$ cat src/rtl/branch_resolve_if.sv
// Bundle between the EX-stage branch resolution unit and its neighbours:
// fetch (lookup/redirect), the EX pipeline latch and the branch comparator.
interface branch_resolve_if #(
   parameter int CNT_W = 32
);

   logic [31:0]      fetch_pc_i;
   logic             pred_taken_o;

   logic             ex_valid_i;
   logic [31:0]      ex_pc_i;
   logic [31:0]      ex_imm_i;
   logic [2:0]       ex_funct3_i;
   logic             ex_pred_taken_i;

   logic             br_unsign_o;
   logic             br_less_i;
   logic             br_equal_i;

   logic             redirect_o;
   logic [31:0]      redirect_pc_o;
   logic             illegal_o;
   logic [CNT_W-1:0] branch_cnt_o;
   logic [CNT_W-1:0] mispred_cnt_o;

   // The resolution unit itself
   modport slave (
      input  fetch_pc_i,
      output pred_taken_o,
      input  ex_valid_i,
      input  ex_pc_i,
      input  ex_imm_i,
      input  ex_funct3_i,
      input  ex_pred_taken_i,
      output br_unsign_o,
      input  br_less_i,
      input  br_equal_i,
      output redirect_o,
      output redirect_pc_o,
      output illegal_o,
      output branch_cnt_o,
      output mispred_cnt_o
   );

   // The surrounding pipeline that drives it
   modport master (
      output fetch_pc_i,
      input  pred_taken_o,
      output ex_valid_i,
      output ex_pc_i,
      output ex_imm_i,
      output ex_funct3_i,
      output ex_pred_taken_i,
      input  br_unsign_o,
      output br_less_i,
      output br_equal_i,
      input  redirect_o,
      input  redirect_pc_o,
      input  illegal_o,
      input  branch_cnt_o,
      input  mispred_cnt_o
   );

endinterface

$ cat src/rtl/branch_resolve.sv
// EX-stage branch resolution: decides taken/not-taken from the comparator flags,
// issues a registered redirect on mispredict and trains a 2-bit bimodal BHT.
module branch_resolve #(
   parameter int BHT_IDX_W = 6,
   parameter int CNT_W     = 32
) (
   input  logic             clk_i,
   input  logic             rst_i,
   branch_resolve_if.slave  bus
);

   localparam int BHT_N = 1 << BHT_IDX_W;

   logic [1:0]           r_bht [BHT_N];
   logic                 r_redirect;
   logic [31:0]          r_redirectPc;
   logic                 r_illegal;
   logic [CNT_W-1:0]     r_branchCnt;
   logic [CNT_W-1:0]     r_mispredCnt;

   logic                 w_taken;
   logic                 w_legal;
   logic                 w_ev;
   logic                 w_mispredict;
   logic                 w_resolve;
   logic [31:0]          w_target;
   logic [31:0]          w_fallThrough;
   logic [BHT_IDX_W-1:0] w_exIdx;
   logic [BHT_IDX_W-1:0] w_fetchIdx;
   logic [1:0]           w_exCtr;
   logic                 w_unused;

   assign bus.br_unsign_o = bus.ex_funct3_i[2] & bus.ex_funct3_i[1];

   always_comb begin
      w_taken = 1'b0;
      w_legal = 1'b1;
      case (bus.ex_funct3_i)
         3'b000:         w_taken = bus.br_equal_i;
         3'b001:         w_taken = ~bus.br_equal_i;
         3'b100, 3'b110: w_taken = bus.br_less_i;
         3'b101, 3'b111: w_taken = ~bus.br_less_i;
         default:        w_legal = 1'b0;
      endcase
   end

   // While a redirect is visible the EX slot holds a wrong-path instruction
   assign w_ev          = bus.ex_valid_i & ~r_redirect;
   assign w_resolve     = w_ev & w_legal;
   assign w_mispredict  = w_taken ^ bus.ex_pred_taken_i;
   assign w_target      = bus.ex_pc_i + bus.ex_imm_i;
   assign w_fallThrough = bus.ex_pc_i + 32'd4;

   assign w_exIdx    = bus.ex_pc_i[BHT_IDX_W+1:2];
   assign w_fetchIdx = bus.fetch_pc_i[BHT_IDX_W+1:2];
   assign w_exCtr    = r_bht[w_exIdx];

   assign bus.pred_taken_o = r_bht[w_fetchIdx][1];

   always_ff @(posedge clk_i or posedge rst_i) begin
      if (rst_i) begin
         for (int i = 0; i < BHT_N; i++) begin
            r_bht[i] <= 2'b01;
         end
      end else if (w_resolve) begin
         if (w_taken && (w_exCtr != 2'b11)) begin
            r_bht[w_exIdx] <= w_exCtr + 2'd1;
         end else if (!w_taken && (w_exCtr != 2'b00)) begin
            r_bht[w_exIdx] <= w_exCtr - 2'd1;
         end
      end
   end

   // Redirect and illegal are single-cycle pulses; the redirect PC holds between resolves
   always_ff @(posedge clk_i or posedge rst_i) begin
      if (rst_i) begin
         r_redirect   <= 1'b0;
         r_redirectPc <= 32'd0;
         r_illegal    <= 1'b0;
      end else begin
         r_redirect <= 1'b0;
         r_illegal  <= 1'b0;
         if (w_resolve) begin
            r_redirect   <= w_mispredict;
            r_redirectPc <= w_taken ? w_target : w_fallThrough;
         end else if (w_ev) begin
            r_illegal <= 1'b1;
         end
      end
   end

   always_ff @(posedge clk_i or posedge rst_i) begin
      if (rst_i) begin
         r_branchCnt  <= '0;
         r_mispredCnt <= '0;
      end else if (w_resolve) begin
         if (r_branchCnt != '1) begin
            r_branchCnt <= r_branchCnt + 1'b1;
         end
         if (w_mispredict && (r_mispredCnt != '1)) begin
            r_mispredCnt <= r_mispredCnt + 1'b1;
         end
      end
   end

   assign bus.redirect_o    = r_redirect;
   assign bus.redirect_pc_o = r_redirectPc;
   assign bus.illegal_o     = r_illegal;
   assign bus.branch_cnt_o  = r_branchCnt;
   assign bus.mispred_cnt_o = r_mispredCnt;

   assign w_unused = ^{bus.fetch_pc_i[31:BHT_IDX_W+2], bus.fetch_pc_i[1:0]};

endmodule

$ cat src/flat_wrapper.sv
// flat-port wrapper written by rule: the top's interface ports become plain ports
module branch_resolve_flat 
#(
   parameter int BHT_IDX_W = 6,
   parameter int CNT_W     = 32
)
  (clk_i, rst_i, bus_fetch_pc_i, bus_pred_taken_o, bus_ex_valid_i, bus_ex_pc_i, bus_ex_imm_i, bus_ex_funct3_i, bus_ex_pred_taken_i, bus_br_unsign_o, bus_br_less_i, bus_br_equal_i, bus_redirect_o, bus_redirect_pc_o, bus_illegal_o, bus_branch_cnt_o, bus_mispred_cnt_o);
  branch_resolve_if #(.CNT_W(CNT_W)) bus_i ();
  input  logic clk_i;
  input  logic rst_i;
  input wire logic [$bits(bus_i.fetch_pc_i)-1:0] bus_fetch_pc_i;
  output wire logic [$bits(bus_i.pred_taken_o)-1:0] bus_pred_taken_o;
  input wire logic [$bits(bus_i.ex_valid_i)-1:0] bus_ex_valid_i;
  input wire logic [$bits(bus_i.ex_pc_i)-1:0] bus_ex_pc_i;
  input wire logic [$bits(bus_i.ex_imm_i)-1:0] bus_ex_imm_i;
  input wire logic [$bits(bus_i.ex_funct3_i)-1:0] bus_ex_funct3_i;
  input wire logic [$bits(bus_i.ex_pred_taken_i)-1:0] bus_ex_pred_taken_i;
  output wire logic [$bits(bus_i.br_unsign_o)-1:0] bus_br_unsign_o;
  input wire logic [$bits(bus_i.br_less_i)-1:0] bus_br_less_i;
  input wire logic [$bits(bus_i.br_equal_i)-1:0] bus_br_equal_i;
  output wire logic [$bits(bus_i.redirect_o)-1:0] bus_redirect_o;
  output wire logic [$bits(bus_i.redirect_pc_o)-1:0] bus_redirect_pc_o;
  output wire logic [$bits(bus_i.illegal_o)-1:0] bus_illegal_o;
  output wire logic [$bits(bus_i.branch_cnt_o)-1:0] bus_branch_cnt_o;
  output wire logic [$bits(bus_i.mispred_cnt_o)-1:0] bus_mispred_cnt_o;
  assign bus_i.fetch_pc_i = bus_fetch_pc_i;
  assign bus_pred_taken_o = bus_i.pred_taken_o;
  assign bus_i.ex_valid_i = bus_ex_valid_i;
  assign bus_i.ex_pc_i = bus_ex_pc_i;
  assign bus_i.ex_imm_i = bus_ex_imm_i;
  assign bus_i.ex_funct3_i = bus_ex_funct3_i;
  assign bus_i.ex_pred_taken_i = bus_ex_pred_taken_i;
  assign bus_br_unsign_o = bus_i.br_unsign_o;
  assign bus_i.br_less_i = bus_br_less_i;
  assign bus_i.br_equal_i = bus_br_equal_i;
  assign bus_redirect_o = bus_i.redirect_o;
  assign bus_redirect_pc_o = bus_i.redirect_pc_o;
  assign bus_illegal_o = bus_i.illegal_o;
  assign bus_branch_cnt_o = bus_i.branch_cnt_o;
  assign bus_mispred_cnt_o = bus_i.mispred_cnt_o;
  branch_resolve #(.BHT_IDX_W(BHT_IDX_W), .CNT_W(CNT_W)) u_core (.clk_i(clk_i), .rst_i(rst_i), .bus(bus_i));
endmodule
$ cat config.mk
export PLATFORM = sky130hd
export DESIGN_NAME = branch_resolve_flat
export DESIGN_NICKNAME = d
export VERILOG_FILES = /design/src/rtl/branch_resolve_if.sv /design/src/rtl/branch_resolve.sv /design/src/flat_wrapper.sv
export SDC_FILE = /design/constraint.sdc
export NUM_CORES = 1
export LEC_CHECK = 0
export BUFFER_PORTS_ARGS = -buffer_cell sky130_fd_sc_hd__buf_4
export CAP_MARGIN = 15
export CORE_MARGIN = 2
export CORE_UTILIZATION = 60
export DETAILED_ROUTE_END_ITERATION = 8
export PLACE_DENSITY_LB_ADDON = 0.12
export SYNTH_ARGS = -nofsm -noshare
export SYNTH_HDL_FRONTEND = slang
export SYNTH_SLANG_ARGS = --single-unit
$ cat constraint.sdc
create_clock -name clk_i -period 17.5 [get_ports clk_i]
set_clock_uncertainty 0.15 [all_clocks]
set_input_delay 3.5 -clock clk_i [delete_from_list [all_inputs] [get_ports clk_i]]
set_output_delay 3.5 -clock clk_i [all_outputs]
set_load 0.005 [all_outputs]
==> run summary, run 1 <==
CTS root buf: clkbuf_16
relative slew slack: 19.9%
DRT Wirelength: 36,100 um
die area: 0.0230 mm2
wire per inst: 21.1 um
Pwr Density: 98.3 mW/mm2
Worst setup EP type: output pin
Switching Fraction: 29.9%
P_int: 1070 uW
gp weighted congestion: 0.897
Top Usage Layer GRT: met2
Hold Path Class: register to register
CTS Hold Buffers Added: 0
final setup vio count: 0
antenna violations before repair: 0
ys async rst share: 100%
total number of vias: 10,900
post-CTS setup buffer count: 0
worst-path cell chain: buf_4 -> mux4_2 -> mux4_2 -> mux4_2 -> buf_4
yosys warns: 0
H-Tree Depth: 1
syn nets: 1,393
measured slew at the worst slew-check pin: 1.20 ns
CP Data Required Time: 13.85 ns
core box area: 0.0216 mm2
GRT Util Overall: 31.1%
Clock Power Share: 35.6%
outcome: complete, no violations
Vias/cell: 6.35
largest net degree at the start of global routing: 142
Final min period: 9.16 ns
first-pass GRT wire length: 56,100 um
DIE WIDTH: 152 um
Syn Inst Count: 1,251
fin crit share: 52.4%
DRT Pass-1 Iters: 6
port bufs: 178
Remaining DRCs: 0
CP arrival: 5.51 ns
clock sink total: 226
cell row count: 54
Layout area overhead: 18.2%
io pins: 205
share of layout cells above drive strength 1: 32.7%
Post-synth EDFFs: 0
First DRT Iteration DRCs: 1,014
Starting Density: 60.5%
synthesized flop and latch total: 226
Flop pwr share: 43.2%
pre-CTS WS: 8.34 ns
Final TNS setup: 0 ns
post-synth top area cell: dfrtp_1
Post-DP HPWL: 24,300 um
Final nets: 1,553
number of library cell types mapped by synthesis: 74
GR Layer Usage met3: 5.75%
Post-CTS Resized: 0
vias in the first global route: 10,500
clock slew at reported path FFs: 0.06 ns
synth top area cells: dfrtp_1, dfstp_2, mux2_2
post-synthesis cell area: 0.0131 mm2
Post-DRT Antenna Nets: 0
element type at the critical path start: primary input
die span in y: 152 um
Worst path max stage delay: 0.60 ns
GR Util met1: 43.3%
Psw: 455 uW
Setup CP Type: primary input to output pin
max_cap viols: 0
syn_area_per_cell: 10.5 um2
combinational power share: 21.2%
worst-skew pair later-pin latency: 0.54 ns
Num CTS Buffers: 26
final-report hold violation count: 0
final setup margin: 8.34 ns
sequential area share after synthesis: 43.8%
crit-path most repeated cell: mux4_2
maximum clock frequency: 109 MHz
ys flop type: dfrtp_1
Synth top area share: 31.0%
RSZ-0062 raised after global routing: no
grt total ovfl: 0
static leakage: 0.00700 uW
CTS Buffer Depth: 3
Inserted Diodes: 0
CTS tree: built
met2 global-route usage: 49.4%
crit-path max FO: 16
Slew Limit Fails: 0
Crit-path slowest cell: mux4_2
Peak VDD IR: 0.0944 mV
## worst paths after layout
path	startpoint	endpoint	slack, ns	cells after the start
worst min-delay path	u_core.bus.redirect_pc_o[2]$_DFFE_PP0P_	u_core.bus.redirect_pc_o[2]$_DFFE_PP0P_	0.33	2
max in group asynchronous	rst_i	u_core.r_bht[65]$_DFFE_PP0P_	12.54	3
min in group asynchronous	rst_i	u_core.bus.branch_cnt_o[19]$_DFFE_PP0P_	3.04	2
worst max-delay path	bus_fetch_pc_i[2]	bus_pred_taken_o	8.34	5
worst max register to register	register	u_core.r_bht[91]$_DFFE_PP0P_	12.86	12
worst min register to register	u_core.bus.redirect_pc_o[2]$_DFFE_PP0P_	u_core.bus.redirect_pc_o[2]$_DFFE_PP0P_	0.33	2
## power groups by stage
| stage | Clock [uW] | Sequential, uW | Combinational, uW |
|---|---|---|---|
| after global routing | 567 | 664 | 353 |
| after detailed placement | 0 | 663 | 319 |
| after floorplan | 0 | 649 | 195 |
| after global placement | 0 | 660 | 311 |
| final | 541 | 657 | 323 |
| after CTS | 544 | 655 | 322 |
## through the flow
stage | area [um2] | cells | utilization (%) | power (uW) | hold slack, ns
after floorplan | 13100 | 1251 | - | 844 | 0.323
after global placement | 14600 | 1661 | 67.5 | 971 | 0.312
after detailed placement | 14600 | 1661 | 67.5 | 983 | 0.321
after CTS | 15500 | 1709 | 71.5 | 1520 | 0.335
after global routing | 15500 | 1711 | 71.6 | 1580 | 0.357
final | 15500 | 1711 | 71.6 | 1520 | 0.328
## critical path, delay by kind of cell
| kind | cells | cell delay, ns |
|---|---|---|
| multiplexers | 3 | 1.56 |
| buffers and inverters | 2 | 0.45 |
## cells in the final DEF, fill, tap and decap left out, drive strengths merged, types with 9 or more instances in the layout
cell type  count
a21o           9
a21oi         48
a22oi         32
and3          29
buf          193
clkbuf        36
dfrtp        162
dfstp         64
ha            36
inv           15
mux2         129
mux4          21
nand2        150
nand3         44
nand4         29
nor2          82
nor3          18
o21ai         41
o22ai         28
xnor2         73
xor2          43
## layer usage
layer | part of all wire [%] | routed length [um]
met4 | 3.3 | 1190
met3 | 9.1 | 3270
met5 | 0 | 0
met1 | 41 | 14700
met2 | 47 | 16900
## layout make-up
type                       instances  area, um2
clock inverter                    13        118
fill                            1581       6150
clock buffer                      35        736
sequential                       226       5740
tap                              280        350
timing repair buffer             194       1460
inverter                          13       56.3
multi-input combinational        950       7020
## Yosys cell counts, drive strengths merged, types with 5 or more instances
library cell / instances
nor3b: 6
nor3: 18
and2: 7
nand2b: 6
dfstp: 64
or4: 7
ha: 36
mux2i: 5
a22o: 6
nand4: 29
a21o: 9
mux2: 129
dfrtp: 162
a22oi: 32
nor4: 7
or3: 8
nand3: 44
inv: 13
xor2: 43
and4: 6
a21oi: 48
a221o: 5
o22ai: 28
nand2: 150
o21ai: 41
xnor2: 73
nor2: 82
o21bai: 7
buf: 23
and3: 29
clkbuf: 39
mux4: 21
a31oi: 8
## kinds of logic after synthesis
logic type               Yosys count  share of synthesized area (%)
AND/OR/NAND/NOR                  416                           15.5
AO/OA/AOI/OAI                    226                           11.6
multiplexers                     155                           15.1
buffers and inverters             75                           2.68
adder cells (fa/ha/maj)           37                           3.59
XOR/XNOR                         116                           7.76
flip-flops                       226                           43.8
Power figures use the tool's default switching activity.
==> run 2, diff against run 1 <==
- CORE_UTILIZATION: 60 -> 58
- clock period: 17.5 -> 9.4 ns (I/O delays scaled with it)
==> run summary, run 2 (synthesis gave the netlist of run 1 again) <==
outcome: complete, no violations (unchanged)
port bufs: 178 (unchanged)
Num CTS Buffers: 25 (was 26)
DP Cell Count: 1,660 (was 1,661)
cell row count: 54 (unchanged)
core box area: 0.0220 mm2 (was 0.0216 mm2)
First DRT Iteration DRCs: 765 (was 1,014)
worst-path cell chain: buf_4 -> nand3_1 -> o22ai_1 -> o41ai_1 -> nand2_1 -> a221oi_2 -> nand4_1 -> ha_1 -> nor2_1 -> o21ai_1 -> nor2_1 -> nand2_1 -> mux2_2 (was buf_4 -> mux4_2 -> mux4_2 -> mux4_2 -> buf_4)
Setup CP Type: primary input to register (was primary input to output pin)
wire per inst: 20.5 um (was 21.1 um)
grt total ovfl: 0 (unchanged)
reg2reg end: u_core.r_bht[93]$_DFFE_PP0P_ (was u_core.r_bht[91]$_DFFE_PP0P_)
Final min period: 6.04 ns
Largest delay share family, worst path: simple AND/OR/NAND/NOR gates (was multiplexers)
hold path cells: 2 (unchanged)
Slew Limit Fails: 0 (unchanged)
H-Tree Depth: 1 (unchanged)
relative slew slack: 24.0% (was 19.9%)
max_cap viols: 0 (unchanged)
measured slew at the worst slew-check pin: 1.14 ns (was 1.20 ns)
fillers: 1,648 (was 1,581)
Worst path max stage delay: 0.92 ns (was 0.60 ns)
Min Hold Slack: 0.329 ns (was 0.328 ns)
CTS root buf: clkbuf_16 (unchanged)
r2r setup slk: 4.99 ns (was 12.86 ns)
RSZ-0062 raised after global routing: no (unchanged)
GRT Util Overall: 29.1% (was 31.1%)
CP Buf/Inv Count: 1 (was 2)
Post-DRT Antenna Nets: 0 (unchanged)
gp weighted congestion: 0.915 (was 0.897)
static leakage: 0.00701 uW (was 0.00700 uW)
commonest non-fill, non-tap cell in the layout: buf_4 (unchanged)
CTS tree: built (unchanged)
clock sink total: 226 (unchanged)
most frequent cells in the layout: buf_4, dfrtp_1, nand2_1 (unchanged)
die span in y: 154 um (was 152 um)
Worst setup EP type: register (was output pin)
fin crit share: 64.3%
Crit-path slowest cell: nor2_1 (was mux4_2)
Final Non-Filler Cells: 1,705 (was 1,711)
Hold Path Class: register to register (unchanged)
Final nets: 1,549 (was 1,553)
Peak VDD IR: 0.177 mV (was 0.0944 mV)
Inserted Diodes: 0 (unchanged)
post-CTS setup buffer count: 0 (unchanged)
final-report hold violation count: 0 (unchanged)
Remaining DRCs: 0 (unchanged)
vias in the first global route: 10,500 (about the same)
element type at the critical path start: primary input (unchanged)
total number of vias: 10,700 (was 10,900)
Pwr Density: 186 mW/mm2 (was 98.3 mW/mm2)
first-pass GRT wire length: 55,500 um (was 56,100 um)
DRT Wirelength: 34,900 um (was 36,100 um)
CP arrival: 6.31 ns (was 5.51 ns)
Final TNS setup: 0 ns (unchanged)
share of layout cells above drive strength 1: 32.6% (was 32.7%)
CTS Buffer Depth: 3 (unchanged)
DIE WIDTH: 154 um (was 152 um)
final setup vio count: 0 (unchanged)
R2R cell count: 12 (unchanged)
maximum clock frequency: 165 MHz
Layout area overhead: 18.4% (was 18.2%)
worst-skew pair later-pin latency: 0.54 ns (about the same)
antenna violations before repair: 0 (unchanged)
Starting Density: 59.6% (was 60.5%)
die area: 0.0238 mm2 (was 0.0230 mm2)
largest net degree at the start of global routing: 149 (was 142)
WHS Endpoint: u_core.bus.redirect_pc_o[2]$_DFFE_PP0P_ (unchanged)
Post-DP HPWL: 23,500 um (was 24,300 um)
Post-CTS Resized: 0 (unchanged)
CP Data Required Time: 9.67 ns (was 13.85 ns)
io pins: 205 (unchanged)
DRT Pass-1 Iters: 5 (was 6)
Vias/cell: 6.25 (was 6.35)
CTS Hold Buffers Added: 0 (unchanged)
reg-to-reg startpoint: u_core.r_bht[15]$_DFFE_PP0P_
clock slew at reported path FFs: 0.06 ns (about the same)
Overall Power: 2890 uW (was 1520 uW)
Hold Crit Start: u_core.bus.redirect_pc_o[2]$_DFFE_PP0P_ (unchanged)
crit-path max FO: 16 (unchanged)
-- run 2: through the flow --
step | util (%) | area (um2) | worst slack [ns]
2_1_floorplan | - | 13100 | 1.28
3_3_place_gp | 66.5 | 14600 | 3.05
3_5_place_dp | 66.5 | 14600 | 2.96
4_1_cts | 70.6 | 15500 | 3.47
5_1_grt | 70.6 | 15500 | 3.14
6_report | 70.6 | 15500 | 3.36
-- run 2: worst reg2reg max path, delay by kind of cell, from the launching register on --
kind	cells	cell delay, ns
buffers and inverters	1	0.11
multiplexers	1	0.33
flip-flops	1	0.40
adder cells (fa/ha/maj)	1	0.21
AO/OA/AOI/OAI	4	0.97
AND/OR/NAND/NOR	5	2.14
-- run 2: area by class of cell --
type / instances / area [um2] / area share (%)
clock buffers: 33 / 706 / 4.55
clock inverters: 12 / 200 / 1.29
flip-flops and latches: 226 / 5740 / 37.0
inverters: 13 / 56.3 / 0.363
multi-input cells: 950 / 7020 / 45.3
repair buffers: 191 / 1430 / 9.25
well taps: 280 / 350 / 2.26
-- run 2: power by group --
| part | switching, uW | internal, uW |
|---|---|---|
| clock network | 408 | 665 |
| registers | 107 | 1120 |
| logic | 307 | 283 |
| total | 822 | 2060 |
-- run 2: layer usage --
metal  up-vias  global-route usage [%]  wire [um]
li1       4914                       -          -
met1      5197                    39.8      14800
met2       445                    45.8      15800
met3       102                    6.36       2960
met4         0                    11.2       1360
met5         -                       0          0
-- run 2: worst max path at each step --
stage                   start                                      to  slack, ns  cells after the start
3_5_place_dp   bus_ex_pc_i[4]            u_core.r_bht[93]$_DFFE_PP0P_       2.96                     14
3_3_place_gp   bus_ex_pc_i[4]            u_core.r_bht[93]$_DFFE_PP0P_       3.05                     14
6_report       bus_ex_pc_i[3]            u_core.r_bht[93]$_DFFE_PP0P_       3.36                     13
2_1_floorplan           rst_i  u_core.bus.branch_cnt_o[0]$_DFFE_PP0P_       1.28                      1
4_1_cts        bus_ex_pc_i[4]            u_core.r_bht[93]$_DFFE_PP0P_       3.47                     14
5_1_grt        bus_ex_pc_i[3]            u_core.r_bht[77]$_DFFE_PP0P_       3.14                     13
==> run 3, diff against run 2 <==
- CORE_UTILIZATION: 58 -> 52
- clock period: 9.4 -> 5.4 ns (I/O delays scaled with it)
==> run summary, run 3 (synthesis gave the netlist of run 1 again) <==
post-CTS setup buffer count: 0 (unchanged)
Setup CP Type: primary input to register (unchanged)
met3 WL: 2730 um (was 2960 um)
Peak VDD IR: 0.249 mV (was 0.177 mV)
RSZ-0062 raised after global routing: no (unchanged)
DIE WIDTH: 163 um (was 154 um)
max_cap viols: 0 (unchanged)
Vias/cell: 5.94 (was 6.25)
Final nets: 1,575 (was 1,549)
GRT Util Overall: 27.6% (was 29.1%)
post-place instance area: 0.0149 mm2 (was 0.0146 mm2)
Overall Power: 4990 uW (was 2890 uW)
Hold Path Class: register to register (unchanged)
crit-path max FO: 19 (was 16)
DP Cell Count: 1,735 (was 1,660)
Post-CTS Resized: 0 (unchanged)
gp weighted congestion: 0.911 (was 0.915)
element type at the critical path start: primary input (unchanged)
CTS Hold Buffers Added: 0 (unchanged)
core box area: 0.0250 mm2 (was 0.0220 mm2)
Final min period: 4.44 ns
grt total ovfl: 0 (unchanged)
Final TNS setup: 0 ns (unchanged)
die span in y: 163 um (was 154 um)
Post-DRT Antenna Nets: 0 (unchanged)
largest net degree at the start of global routing: 106 (was 149)
P_int: 3550 uW (was 2060 uW)
io pins: 205 (unchanged)
Psw: 1450 uW (was 822 uW)
max layer used: met4 (unchanged)
Post-DP HPWL: 24,700 um (was 23,500 um)
share of layout cells above drive strength 1: 33.8% (was 32.6%)
Worst setup EP type: register (unchanged)
DRT Pass-1 Iters: 7 (was 5)
maximum clock frequency: 225 MHz
commonest non-fill, non-tap cell in the layout: buf_4 (unchanged)
Remaining DRCs: 0 (unchanged)
antenna violations before repair: 1 (was 0)
cell row count: 58 (was 54)
first-pass GRT wire length: 57,500 um (was 55,500 um)
worst-skew pair later-pin latency: 0.53 ns (was 0.54 ns)
Clock Power Share: 36.7% (was 37.2%)
clock slew at reported path FFs: 0.06 ns (about the same)
clock sink total: 226 (unchanged)
wire per inst: 20.2 um (was 20.5 um)
most frequent cells in the layout: buf_4, dfrtp_1, nand2_1 (unchanged)
CTS Buffer Depth: 3 (unchanged)
total number of vias: 10,600 (was 10,700)
Flop pwr share: 42.5% (was 42.4%)
relative slew slack: 33.6% (was 24.0%)
DRT Wirelength: 36,000 um (was 34,900 um)
CTS root buf: clkbuf_16 (unchanged)
CTS tree: built (unchanged)
vias in the first global route: 10,600 (was 10,500)
final setup vio count: 0 (unchanged)
die area: 0.0265 mm2 (was 0.0238 mm2)
Worst path max stage delay: 0.56 ns (was 0.92 ns)
outcome: complete, no violations (unchanged)
measured slew at the worst slew-check pin: 0.992 ns (was 1.14 ns)
Num CTS Buffers: 26 (was 25)
Starting Density: 52.4% (was 59.6%)
Crit-path slowest cell: or4_1 (was nor2_1)
CP Data Required Time: 5.67 ns (was 9.67 ns)
design area: 0.0158 mm2 (was 0.0155 mm2)
static leakage: 0.00713 uW (was 0.00701 uW)
fin crit share: 82.3%
CP arrival: 4.71 ns (was 6.31 ns)
met2 wire len: 16,700 um (was 15,800 um)
Slew Limit Fails: 0 (unchanged)
crit-path most repeated cell: buf_4
final-report hold violation count: 0 (unchanged)
WL met1: 15,700 um (was 14,800 um)
H-Tree Depth: 1 (unchanged)
combinational power share: 20.8% (was 20.4%)
port bufs: 178 (unchanged)
Switching Fraction: 28.9% (was 28.5%)
First DRT Iteration DRCs: 816 (was 765)
Final Non-Filler Cells: 1,784 (was 1,705)
worst-path cell chain: buf_4 -> or3b_1 -> o22ai_1 -> or4_1 -> a21oi_1 -> nand4_1 -> ha_1 -> nor2_1 -> o21ai_1 -> buf_4 -> nor2_1 -> buf_4 -> nand2_1 -> mux2_2 (was buf_4 -> nand3_1 -> o22ai_1 -> o41ai_1 -> nand2_1 -> a221oi_2 -> nand4_1 -> ha_1 -> nor2_1 -> o21ai_1 -> nor2_1 -> nand2_1 -> mux2_2)
Layout area overhead: 20.5% (was 18.4%)
Pwr Density: 317 mW/mm2 (was 186 mW/mm2)
run 3: cell types whose count changed in the layout (fill, tap and decap cells not counted):
cell | previous run | this run
diode_2 | 0 | 1
clkbuf_1 | 3 | 4
bufinv_16 | 5 | 2
buf_4 | 191 | 214
clkbuf_8 | 5 | 7
clkinv_2 | 2 | 3
inv_8 | 1 | 0
buf_12 | 0 | 2
clkinvlp_4 | 3 | 5
inv_6 | 1 | 0
clkbuf_16 | 25 | 27
run 3: per-stage QoR:
step / utilization [%] / worst slack [ns] / hold WS [ns]
3_5_place_dp: 59.5 / 0.563 / 0.322
5_1_grt: 63.2 / 0.824 / 0.351
4_1_cts: 63.2 / 1.06 / 0.336
6_report: 63.2 / 0.958 / 0.326
2_1_floorplan: - / 0.923 / 0.323
3_3_place_gp: 59.5 / 0.621 / 0.314
run 3: layout make-up:
| type | instances | area, um2 |
|---|---|---|
| fillers | 2141 | 9200 |
| diodes | 1 | 2.50 |
| flip-flops and latches | 226 | 5740 |
| repair buffers | 216 | 1650 |
| clock inverters | 10 | 114 |
| clock buffers | 38 | 787 |
| well taps | 330 | 413 |
| multi-input cells | 950 | 7020 |
| inverters | 13 | 52.6 |
run 3: final timing paths:
check	start	to	slack, ns	depth (start not counted)
setup / recovery	bus_ex_pc_i[4]	u_core.r_bht[9]$_DFFE_PP0P_	0.96	14
hold / removal	u_core.bus.redirect_pc_o[16]$_DFFE_PP0P_	u_core.bus.redirect_pc_o[16]$_DFFE_PP0P_	0.33	2
setup reg to reg	register	u_core.r_bht[9]$_DFFE_PP0P_	1.84	12
hold reg to reg	u_core.bus.redirect_pc_o[16]$_DFFE_PP0P_	u_core.bus.redirect_pc_o[16]$_DFFE_PP0P_	0.33	2
max in group asynchronous	rst_i	u_core.bus.redirect_pc_o[15]$_DFFE_PP0P_	3.56	3
min in group asynchronous	rst_i	u_core.bus.branch_cnt_o[31]$_DFFE_PP0P_	0.54	2
run 3: per-layer routing:
metal / vias to the layer above / global-route usage, %
met5: - / 0
met4: 0 / 7.72
met3: 59 / 6.14
met2: 354 / 44.1
met1: 5224 / 38.0
li1: 4956 / -
run 3: power by group through the flow:
| stage | sequential [uW] | combinational [uW] | clock [uW] |
|---|---|---|---|
| after floorplan | 2100 | 633 | 0 |
| after global placement | 2140 | 1020 | 0 |
| after detailed placement | 2140 | 1040 | 0 |
| after CTS | 2120 | 1050 | 1860 |
| after global routing | 2150 | 1150 | 1940 |
| final | 2120 | 1040 | 1830 |
run 3: worst max-delay path: cells and delay by family:
kind / cells / cell delay, ns
AOI/OAI and AO/OA: 3 / 0.66
adders and majority gates: 1 / 0.27
buffers and inverters: 3 / 0.61
muxes: 1 / 0.30
and+or+nand+nor: 6 / 1.76
